## src/rtl/inst_fetch_unit.sv

```systemverilog
// ============================================================================
// Module   : inst_fetch_unit
// Brief    : Instruction fetch front end. Issues one-cycle-latency SRAM reads,
//            buffers returned words with their byte addresses in a small FIFO
//            and hands them to the pipeline over a valid/ready handshake.
//            Handles pipeline redirects (flush + new PC) and a delivery quota.
//            Optional stall-cycle counter enabled by macro IFU_PERF_CNT_EN.
// Revision : 1.0 - initial release
// ============================================================================
`default_nettype none

module inst_fetch_unit #(
    parameter int          DEPTH    = 4,
    parameter logic [31:0] PC_RESET = 32'h0
) (
    input  logic        clk,
    input  logic        rst_n,
    input  logic        start,
    input  logic [11:0] num_inst,
    input  logic        redirect,
    input  logic [31:0] redirect_addr,
    output logic [11:0] imem_addr,
    input  logic [31:0] imem_dout,
    output logic        in_valid,
    input  logic        in_ready,
    output logic [31:0] inst,
    output logic [31:0] inst_addr,
    output logic        busy,
    output logic [15:0] stall_cycles
);

    localparam int                c_aw    = $clog2(DEPTH);
    localparam int                c_cw    = c_aw + 1;
    localparam logic [c_aw:0]     c_depth = c_cw'(DEPTH);

    typedef enum logic [1:0] {
        ST_IDLE  = 2'd0,
        ST_FETCH = 2'd1,
        ST_DRAIN = 2'd2
    } state_t;

    state_t            state_q, state_d;
    logic [31:0]       pc_q, pc_d;
    logic [11:0]       num_q, num_d;
    logic [11:0]       issued_q, issued_d;
    logic [c_aw:0]     count_q, count_d;
    logic [c_aw-1:0]   wr_ptr_q, wr_ptr_d;
    logic [c_aw-1:0]   rd_ptr_q, rd_ptr_d;
    logic              inflight_q, inflight_d;
    logic [31:0]       inflight_addr_q, inflight_addr_d;

    logic [31:0]       fifo_inst_q [DEPTH];
    logic [31:0]       fifo_addr_q [DEPTH];

    logic              push;
    logic              pop;
    logic              issue;
    logic              flush;
    logic [c_aw:0]     free_entries;
    logic [11:0]       discarded;

    assign in_valid     = (count_q != '0);
    assign pop          = in_valid && in_ready;
    assign flush        = redirect && (state_q != ST_IDLE);
    assign free_entries = c_depth - count_q;
    // A read is only launched if its data is guaranteed a FIFO slot on return.
    assign issue        = (state_q == ST_FETCH) && !flush && (issued_q != num_q) &&
                          (free_entries > c_cw'(inflight_q));
    assign push         = inflight_q && !flush;
    // Entries thrown away by a redirect; a same-cycle pop is still delivered.
    assign discarded    = 12'(count_q) - 12'(pop) + 12'(inflight_q);

    assign imem_addr = pc_q[13:2];
    assign busy      = (state_q != ST_IDLE);
    assign inst      = in_valid ? fifo_inst_q[rd_ptr_q] : 32'h0;
    assign inst_addr = in_valid ? fifo_addr_q[rd_ptr_q] : 32'h0;

    // Next-state, PC, quota and FIFO pointer computation.
    always_comb begin
        state_d         = state_q;
        pc_d            = pc_q;
        num_d           = num_q;
        issued_d        = issued_q;
        count_d         = count_q;
        wr_ptr_d        = wr_ptr_q;
        rd_ptr_d        = rd_ptr_q;
        inflight_d      = issue;
        inflight_addr_d = issue ? pc_q : inflight_addr_q;

        case (state_q)
            ST_IDLE: begin
                if (start) begin
                    pc_d     = PC_RESET;
                    num_d    = num_inst;
                    issued_d = 12'd0;
                    state_d  = (num_inst == 12'd0) ? ST_DRAIN : ST_FETCH;
                end
            end
            default: begin
                if (flush) begin
                    count_d  = '0;
                    wr_ptr_d = '0;
                    rd_ptr_d = '0;
                    pc_d     = redirect_addr;
                    issued_d = issued_q - discarded;
                    state_d  = (issued_d < num_q) ? ST_FETCH : ST_DRAIN;
                end else begin
                    if (issue) begin
                        pc_d     = pc_q + 32'd4;
                        issued_d = issued_q + 12'd1;
                    end
                    if (push) begin
                        wr_ptr_d = wr_ptr_q + 1'b1;
                    end
                    if (pop) begin
                        rd_ptr_d = rd_ptr_q + 1'b1;
                    end
                    count_d = count_q + c_cw'(push) - c_cw'(pop);
                    if ((state_q == ST_FETCH) && (issued_d == num_q)) begin
                        state_d = ST_DRAIN;
                    end else if ((state_q == ST_DRAIN) && (count_d == '0) && !inflight_d) begin
                        state_d = ST_IDLE;
                    end
                end
            end
        endcase
    end

    // Control state registers with asynchronous reset.
    always_ff @(posedge clk or negedge rst_n) begin
        if (!rst_n) begin
            state_q         <= ST_IDLE;
            pc_q            <= PC_RESET;
            num_q           <= 12'd0;
            issued_q        <= 12'd0;
            count_q         <= '0;
            wr_ptr_q        <= '0;
            rd_ptr_q        <= '0;
            inflight_q      <= 1'b0;
            inflight_addr_q <= 32'h0;
        end else begin
            state_q         <= state_d;
            pc_q            <= pc_d;
            num_q           <= num_d;
            issued_q        <= issued_d;
            count_q         <= count_d;
            wr_ptr_q        <= wr_ptr_d;
            rd_ptr_q        <= rd_ptr_d;
            inflight_q      <= inflight_d;
            inflight_addr_q <= inflight_addr_d;
        end
    end

    // FIFO storage; contents are masked by in_valid so no reset is needed.
    always_ff @(posedge clk) begin
        if (push) begin
            fifo_inst_q[wr_ptr_q] <= imem_dout;
            fifo_addr_q[wr_ptr_q] <= inflight_addr_q;
        end
    end

`ifdef IFU_PERF_CNT_EN
    logic [15:0] stall_q, stall_d;

    // Saturating count of cycles where an instruction waits on the pipeline.
    always_comb begin
        stall_d = stall_q;
        if ((state_q == ST_IDLE) && start) begin
            stall_d = 16'h0;
        end else if (in_valid && !in_ready && (stall_q != 16'hFFFF)) begin
            stall_d = stall_q + 16'd1;
        end
    end

    // Stall counter register.
    always_ff @(posedge clk or negedge rst_n) begin
        if (!rst_n) begin
            stall_q <= 16'h0;
        end else begin
            stall_q <= stall_d;
        end
    end

    assign stall_cycles = stall_q;
`else
    assign stall_cycles = 16'h0;
`endif

endmodule

`default_nettype wire
```

## config.mk

```make
export PLATFORM = sky130hd
export DESIGN_NAME = inst_fetch_unit
export DESIGN_NICKNAME = d
export VERILOG_FILES = /design/src/rtl/inst_fetch_unit.sv
export SDC_FILE = /design/constraint.sdc
export NUM_CORES = 1
export LEC_CHECK = 0
export BUFFER_PORTS_ARGS = -buffer_cell sky130_fd_sc_hd__buf_2
export CORE_MARGIN = 2
export CORE_UTILIZATION = 40
export DETAILED_ROUTE_END_ITERATION = 12
export GPL_ROUTABILITY_DRIVEN = 0
export PLACE_DENSITY_LB_ADDON = 0.08
export SYNTH_ARGS = -nofsm -noshare
export SYNTH_HDL_FRONTEND = slang
export SYNTH_SLANG_ARGS = --single-unit
```

## constraint.sdc

```tcl
create_clock -name clk -period 10 [get_ports clk]
set_input_delay 0.5 -clock clk [delete_from_list [all_inputs] [get_ports clk]]
set_output_delay 0.5 -clock clk [all_outputs]
set_load 0.02 [all_outputs]
```

==> results of run 1 <==
==> tightest hold or removal path, stage by stage <==
cell and delay (ns):
buf_2 0.09, nand2_1 0.04, o21ai_0 0.06
==> where the power goes <==
group          switching [mW]  internal (mW)  leakage (nW)
sequential              0.340           1.91          3.55
combinational            1.21          0.813          2.89
clock                   0.592          0.881         0.637
==> worst max-delay path by stage <==
stage	from	endpoint	slack [ns]	cells past startpoint
3_3_place_gp	count_q[0]	state_q[0]	4.62	23
5_1_grt	count_q[0]	state_q[0]	4.02	23
6_report	count_q[0]	state_q[0]	4.51	23
2_1_floorplan	count_q[0]	state_q[0]	5.06	23
4_1_cts	count_q[0]	state_q[0]	4.50	23
3_5_place_dp	count_q[0]	state_q[0]	4.54	23
==> per-layer routing <==
metal / wire length [µm] / share of wire, % / GRT usage, %
met1: 18100 / 45 / 26.6
met2: 19000 / 47 / 31.8
met3: 2030 / 5.1 / 3.90
met4: 999 / 2.5 / 6.09
met5: 0 / 0 / 0
==> Yosys cell counts, types with 3 or more instances <==
library cell  instances  area, µm²
a2111oi_0             5       43.8
a21oi_1              33        165
a221o_1               7       70.1
a22o_1                6       52.6
a31oi_1              11       68.8
and2_1               70        438
and3_1                6       37.5
and3_4                3       33.8
and4_1                4       35.0
buf_1                 6       22.5
buf_2                14       70.1
buf_4                34        255
buf_6                 3       33.8
clkbuf_1             38        143
dfrtp_1              98       2450
edfxtp_1            256       7690
ha_1                 29        363
inv_1                33        124
mux2i_1               3       30.0
mux4_2               64       1440
nand2_1             178        668
nand2b_1              4       25.0
nand3_1              23        115
nand4_1               6       37.5
nand4_4               3       63.8
nor2_1               39        146
nor2b_1               6       37.5
nor3_1               16       80.1
nor4_1                4       25.0
o211a_1               4       40.0
o211ai_1              8       60.1
o21a_1                4       30.0
o21ai_0              68        340
o21ai_1               4       20.0
o22ai_1               5       31.3
o311ai_0              4       35.0
o41ai_1               3       26.3
or3_1                 5       31.3
xnor2_1              16        140
xor2_1               18        158
==> logic make-up after synthesis <==
logic type,count (synthesis),share of synthesized area (%)
fa+ha+maj,31,2.49
xor+xnor,37,2.14
other cells,1,0.0231
mux,69,9.22
simple gates,387,12.1
compound gates,184,7.38
buf+inv,130,4.11
flops,354,62.6
==> sequential cells by signal (all words and copies together) (netlist names) <==
name             count
inflight_addr_q     32
count_q              3
fifo_inst_q        128
rd_ptr_q             2
issued_q            12
pc_q                32
state_q              2
fifo_addr_q        128
inflight_q           1
num_q               12
wr_ptr_q             2
==> cell type report <==
cell class              instances  share of cell area, %
flip-flops and latches        354                   54.4
multi-input cells             724                   29.4
clock buffers                  54                   5.93
repair buffers                175                   4.95
well taps                     525                   3.52
clock inverters                17                   1.07
inverters                      34                  0.685
==> per-stage QoR <==
step           hold WS (ns)  power (mW)  setup slack, ns  utilization [%]  instances
3_3_place_gp          0.471        4.30             4.62             43.5       1811
5_1_grt               0.142        6.13             4.02             46.8       1883
6_report              0.166        5.74             4.51             46.8       1883
3_5_place_dp          0.486        4.33             4.54             43.5       1811
4_1_cts               0.124        5.82             4.50             46.8       1883
2_1_floorplan         0.204        3.70             5.06                -       1208
==> repair_timing <==
item,4_1_cts,5_1_grt
gates resized for setup,0,0
hold buffers,1,0
hold endpoints to repair,37,0
==> results.toml, run 1 <==
[status]
status = "finished clean"

[cells_and_area]
area_growth_syn_to_layout_pct = 15.0
num_antenna_cells = 0
final_area_um2 = 18600
nFillCells = 3646
final_common_cell = "edfxtp_1"
multi_input_area_um2 = 5480
fin_nets = 1441
final_cell_mix = "edfxtp_1, nand2_1, buf_2"
regArea_um2 = 10100
drive_gt1_share_pct = 24.1

[timing]
hold_viol_final = 0
period_minus_slack_ns = 5.49
fin_crit_sh_pct = 54.9
worst_pin_slew_ns = 1.08
final_max_slew_viol_count = 0
fin_skew_ns = 0.0208
slew_headroom_pct = 28.3
fmax_mhz = 182
finalSetupViolCount = 0
rsz0062_at_grt = "no"
setup_tns_ns = 0

[floorplan]
core_um2 = 39800
io_pins = 175
die-width_um = 205
fp-row-count = 73
start_util_pct = 40.7
dieArea_um2 = 42200
die_h_um = 205

[placement]
place_area_um2 = 17300
hpwl_um = 25100
port_buffers = 158

[clock_network]
clock_path_buffers = 3
htree_num_levels = 2
clock_latency_ns = 0.56
cts_tree = "yes"
clk_pin_slew_ns = 0.06
postCtsSetupRepairBufs = 0
cts_sinks = 354
cts_root_buf = "clkbuf_16"
numCtsBuffers = 40

[detailed_routing]
vias_per_cell = 5.36
drc = 0
final_antenna_net_count = 0
wire_per_inst_um = 21.4
wirelength_um = 40200
dr_total_vias = 10100
dr.pass1.iters = 5
drt_iter0_drc = 632

[min_path]
hold_class = "input port to flop"
worstHoldPathCells = 3
min_from = "redirect_addr[27]"
min_to = "pc_q[27]"

[yosys]
async_flop_share_pct = 27.7
ys.flop_type = "edfxtp_1"
synthDistinctLibCells = 80
avgSynthCellArea_um2 = 13.6
syn_inst = 1193
syn-cell-area_um2 = 16200
synth_edf_count = 256
synth_seq_cells = 354
yosysWarnings = 0
ys_seq_area_share_pct = 62.6

[worst_setup_path]
path_delay_family = "simple AND/OR/NAND/NOR gates"
critical_path_class = "flop to flop"
cpMostUsedCell = "ha_1"
critPathBufInv = 3
endpoint_kind = "flop"
cp_slowest_cell = "or4b_2"
rrSetupSlack_ns = 4.51
crit_required_ns = 10.48
cpPeakStageDelay_ns = 0.65
r2r_start = "count_q[0]"
crit_arrival_ns = 5.97
rr_endpoint = "state_q[0]"
crit_fanout = 5
crit_chain = "inv_1 > ha_1 > ha_1 > nand2b_1 > nor2_1 > ha_1 > inv_1 > ha_1 > inv_1 > ha_1 > nor2b_1 > o21ai_1 > a21boi_0 > or3_1 > o21ai_0 > xor2_1 > ha_1 > a2111oi_0 > a31oi_1 > or4b_2 > nand2_1 > o21ai_0 > o21ai_0"
worst_setup_path_start_kind = "flop"
reg2reg_depth = 23

[global_route]
grt.total_usage_pct = 19.6
grt_pass1_vias = 10400
grt_pass1_wl_um = 62000
gr-total-overflow = 0
grt_max_degree = 67
grt_antenna_before_repair = 0

[power]
leakage_nw = 7.07
p_per_area_nw_per_um2 = 308
vdd_drop_max_uv = 140

[job]
drv_cap = 0
Power figures use the tool's default switching activity.
==> run 2, diff against run 1 <==
- clock period: 10 -> 4.5 ns (I/O delays scaled with it)
==> run 2 against run 1 <==
  * The flow now finishes with violations (negative setup slack)
  * First-iteration DRC count shrank 1.4%
  * Critical path depth is the same
  * Clock skew down 0.0097 ns
  * Non-clock buffer count rose by 101
==> results.toml, run 2 (same netlist as run 1, synthesis figures left out) <==
[status]
status = "finished with violations"
violations = "negative setup slack"

[timing]
finalSetupViolCount = 1
fin_skew_ns = 0.0111
layout_setup_ws_ns = -0.0160
final_max_slew_viol_count = 0
slew_headroom_pct = 35.0
hold_viol_final = 0
rsz0062_at_grt = "yes"
period_minus_slack_ns = 4.52
fmax_mhz = 221
fin_crit_sh_pct = 100
worst_pin_slew_ns = 0.975
setup_tns_ns = -0.0160

[cells_and_area]
final_cell_mix = "edfxtp_1, nand2_1, buf_2"
drive_gt1_share_pct = 26.2
final_cell_count_no_fill = 1984
fin_nets = 1542
final_common_cell = "edfxtp_1"
final_area_um2 = 19700
top_regs = "fifo_addr_q (128), fifo_inst_q (128)"
area_growth_syn_to_layout_pct = 21.6

[worst_setup_path]
endpoint_kind = "flop"
critical_path_class = "flop to flop"
worst_setup_path_start_kind = "flop"
crit_arrival_ns = 4.98
crit_required_ns = 4.97
crit_fanout = 5

[min_path]
hold_class = "input port to flop"

[floorplan]
die_h_um = 205
io_pins = 175
dieArea_um2 = 42200
die-width_um = 205
fp-row-count = 73
core_um2 = 39800
start_util_pct = 40.7

[detailed_routing]
wirelength_um = 40800
wl_met3_um = 2050
vias_per_cell = 5.24
dr_wl_met2_um = 19600
final_antenna_net_count = 0
drt_iter0_drc = 623
top_layer_used = "met4"
dr.pass1.iters = 5
dr_total_vias = 10400
drc = 0
met1_length_um = 18100
wire_per_inst_um = 20.6

[placement]
place_inst = 1838
place_area_um2 = 17700
dpl_worst_slack_ns = -0.122
hpwl_um = 26000
port_buffers = 158

[global_route]
grt_antenna_before_repair = 1
grt_pass1_wl_um = 62200
grt_max_degree = 65
grt_pass1_vias = 10400
grt.total_usage_pct = 19.7
gr-total-overflow = 0

[clock_network]
clock_latency_ns = 0.55
numCtsBuffers = 40
cts_sinks = 354
htree_num_levels = 2
clk_pin_slew_ns = 0.05
clock_path_buffers = 3
cts_tree = "yes"
cts_root_buf = "clkbuf_16"

[power]
p_per_area_nw_per_um2 = 666
leakage_nw = 7.53
vdd_drop_max_uv = 285

[job]
drv_cap = 0
[run 2: changes by cell type in the layout (fill, tap and decap cells not counted), moves of 3 or more]
cell / before / now
ha_4: 0 / 5
nor2b_1: 6 / 3
buf_4: 17 / 47
inv_1: 32 / 28
o21ai_0: 68 / 63
dlygate4sd3_1: 1 / 71
clkbuf_1: 10 / 13
inv_2: 2 / 6
ha_1: 29 / 22
o21ai_2: 1 / 4
bufinv_16: 4 / 1
[run 2: report_power, final]
part	switching, mW	internal, mW	total (mW)	leakage (nW)
Clock	1.27	1.82	3.08	0.604
Combinational	2.87	2.19	5.06	3.38
Sequential	0.743	4.24	4.98	3.54
[run 2: worst paths after layout]
kind,start,endpoint,slack [ns],cells past startpoint
min in group asynchronous,rst_n,issued_q[1],0.30,2
worst min-delay path,redirect_addr[11],pc_q[11],0.03,4
worst max-delay path,count_q[0],state_q[0],-0.02,23
max in group asynchronous,rst_n,inflight_addr_q[18],2.99,3
worst min register to register,pc_q[1],inflight_addr_q[1],0.49,2
worst max register to register,count_q[0],state_q[0],-0.02,23
[run 2: area by class of cell]
class,count,area [µm²]
inverters,34,128
flip-flops and latches,354,10100
well taps,525,657
diodes,1,2.50
clock inverters,11,88.8
fillers,3547,20100
clock buffers,59,1140
multi-input cells,724,5670
repair buffers,276,1870
[run 2: metal layers]
| layer | GRT usage (%) | vias up |
|---|---|---|
| met5 | 0 | - |
| met3 | 3.75 | 69 |
| met4 | 5.73 | 0 |
| li1 | - | 4868 |
| met1 | 26.4 | 5170 |
| met2 | 32.7 | 290 |
[run 2: timing repair]
action | 4_1_cts | 5_1_grt
hold buffers | 71 | 0
hold endpoints to repair | 217 | 0
pin swaps | 12 | 3
buffers inserted | 2 | 2
setup endpoints to repair | 2 | 2
gates resized for setup | 13 | 4
[run 2: metrics by stage]
step / hold slack (ns) / utilization, % / total power, mW
floorplan: -0.0706 / - / 8.34
global placement: 0.347 / 44.3 / 9.87
detailed placement: 0.355 / 44.3 / 9.91
CTS: 0.00621 / 49.4 / 13.2
global route: 0.101 / 49.5 / 14.0
finish: 0.0281 / 49.5 / 13.1
[run 2: worst max-delay path, stage by stage, from the launching register on]
cell and delay (ns):
dfrtp_2 0.41, inv_2 0.08, ha_4 0.13, ha_4 0.14
nand2b_4 0.14, nor2_4 0.04, ha_4 0.25, inv_2 0.04
ha_4 0.27, inv_2 0.04, ha_4 0.20, nor2b_4 0.12
o21ai_2 0.16, a21boi_2 0.12, or3_4 0.39, o21ai_2 0.15
xor2_1 0.21, ha_1 0.29, a2111oi_2 0.30, a31oi_1 0.15
or4b_4 0.51, nand2_2 0.09, o21ai_1 0.05, o21ai_1 0.17
==> run 3, diff against run 2 <==
- clock period: 4.5 -> 5.5 ns (I/O delays scaled with it)
==> run 3 against run 2 <==
  * The flow now finishes without violations
  * Clock power is 16% lower
  * Non-clock buffer count is 31 lower
  * Critical path depth stayed put
  * Cell count is 1.4% lower
  * Utilization is 0.95 points lower
  * Critical path type unchanged
  * Critical endpoint unchanged
  * Largest power group is now registers
==> results.toml, run 3 (same netlist as run 1, synthesis figures left out) <==
[timing]
setup_tns_ns = 0
finalSetupViolCount = 0
rsz0062_at_grt = "no"
fmax_mhz = 195
hold_viol_final = 0
final_max_slew_viol_count = 0
worst_hold_slack_ns = 0.0387
worst_pin_slew_ns = 1.01
slew_headroom_pct = 32.2
fin_crit_sh_pct = 93.2
fin_skew_ns = 0.0226
period_minus_slack_ns = 5.12

[global_route]
grt_pass1_vias = 10400
grt_pass1_wl_um = 61700
grt_antenna_before_repair = 0
grt_max_degree = 66
grt.total_usage_pct = 19.3
gr-total-overflow = 0

[cells_and_area]
drive_gt1_share_pct = 23.6
final_area_um2 = 19300
final_cell_mix = "edfxtp_1, nand2_1, buf_2"
area_growth_syn_to_layout_pct = 19.2
fin_nets = 1511
final_cell_count_no_fill = 1956
top_regs = "fifo_addr_q (128), fifo_inst_q (128)"
final_common_cell = "edfxtp_1"

[placement]
hpwl_um = 25000
place_inst = 1815
place_area_um2 = 17400
port_buffers = 158

[worst_setup_path]
crit_required_ns = 5.98
critical_path_class = "flop to flop"
crit_start = "count_q[0]"
reg2reg_depth = 23
r2r_start = "count_q[0]"
cpMostUsedCell = "ha_1"
rr_endpoint = "state_q[0]"
crit_fanout = 4
critPathBufInv = 3
endpoint_kind = "flop"
crit_path_end = "state_q[0]"
path_delay_family = "simple AND/OR/NAND/NOR gates"
crit_chain = "inv_1 > ha_1 > ha_1 > nand2b_1 > nor2_1 > ha_1 > inv_1 > ha_1 > inv_1 > ha_1 > nor2b_1 > o21ai_1 > a21boi_2 > or3_1 > o21ai_1 > xor2_1 > ha_1 > a2111oi_2 > a31oi_1 > or4b_2 > nand2_1 > o21ai_0 > o21ai_0"
cp_slowest_cell = "or4b_2"
worst_setup_path_start_kind = "flop"
rrSetupSlack_ns = 0.38
crit_cells = 23
cpPeakStageDelay_ns = 0.64
crit_arrival_ns = 5.61

[clock_network]
clock_path_buffers = 3
htree_num_levels = 2
clk_pin_slew_ns = 0.06
cts_root_buf = "clkbuf_16"
clock_latency_ns = 0.56
numCtsBuffers = 40
cts_sinks = 354
cts_tree = "yes"

[floorplan]
io_pins = 175
dieArea_um2 = 42200
core_um2 = 39800
start_util_pct = 40.7
fp-row-count = 73
die-width_um = 205
die_h_um = 205

[detailed_routing]
final_antenna_net_count = 0
drt_iter0_drc = 634
wirelength_um = 39900
dr_total_vias = 10200
vias_per_cell = 5.24
dr.pass1.iters = 6
wire_per_inst_um = 20.4
drc = 0

[job]
drv_cap = 0

[power]
vdd_drop_max_uv = 309
leakage_nw = 7.35
switchingPower_mw = 3.90
switching_share_pct = 37.3
pwr-share-clk_pct = 24.7
p_per_area_nw_per_um2 = 542
p_int_mw = 6.56
p_total_mw = 10.5
pwr-share-seq_pct = 39.1
pwr-share-comb_pct = 36.3

[status]
status = "finished clean"

[min_path]
hold_class = "input port to flop"
-- run 3: cell types whose count changed in the layout (fill, tap and decap cells not counted), moves of 3 or more --
cell           delta
buf_4            -25
clkinvlp_4        +4
dlygate4sd3_1     -5
ha_1              +7
ha_4              -5
inv_1             +4
inv_2             -4
o21ai_2           -3
-- run 3: layout make-up --
cell class | instances | area, µm²
fillers | 3563 | 20500
flip-flops and latches | 354 | 10100
multi-input cells | 724 | 5510
repair buffers | 245 | 1610
clock buffers | 62 | 1170
well taps | 525 | 657
inverters | 34 | 128
clock inverters | 11 | 101
diodes | 1 | 2.50
-- run 3: routing by layer --
metal / vias up / wire length (µm) / track usage (%)
met5: - / 0 / 0
met4: 0 / 888 / 6.47
met3: 54 / 2230 / 3.26
met2: 310 / 19000 / 31.3
met1: 5075 / 17800 / 26.5
li1: 4806 / - / -
-- run 3: power groups by stage --
| stage | logic (mW) | clock network, mW | registers [mW] |
|---|---|---|---|
| floorplan | 2.89 | 0 | 3.83 |
| global route | 4.22 | 2.77 | 4.18 |
| global placement | 3.70 | 0 | 4.13 |
| finish | 3.79 | 2.58 | 4.09 |
| CTS | 3.79 | 2.66 | 4.09 |
| detailed placement | 3.73 | 0 | 4.14 |
-- run 3: timing repair --
item / in CTS / in global routing
hold endpoints to repair: 201 / 0
setup endpoints to repair: 0 / 2
setup buffers: 0 / 1
hold buffers: 66 / 0
resized for setup: 0 / 11
-- run 3: metrics by stage --
stage / setup slack [ns] / utilization, %
floorplan: 0.560 / -
global placement: 0.149 / 43.6
detailed placement: 0.0700 / 43.6
CTS: 0.0424 / 48.4
global route: 0.0171 / 48.5
finish: 0.377 / 48.5
-- run 3: how the worst min path moves through the flow --
stage / start / to / cells past startpoint / slack [ns]
after floorplan: rst_n / count_q[0] / 0 / -0.02
after global placement: rst_n / num_q[6] / 1 / 0.31
after detailed placement: rst_n / num_q[6] / 1 / 0.31
after CTS: redirect_addr[23] / pc_q[23] / 3 / 0.003
after global routing: redirect_addr[3] / pc_q[3] / 3 / 0.03
final: redirect_addr[23] / pc_q[23] / 3 / 0.04
-- run 3: worst min-delay path: cells and delay by family --
family | cells | cell delay, ns
buffers and inverters | 1 | 0.13
AOI/OAI and AO/OA | 1 | 0.09
and+or+nand+nor | 1 | 0.06
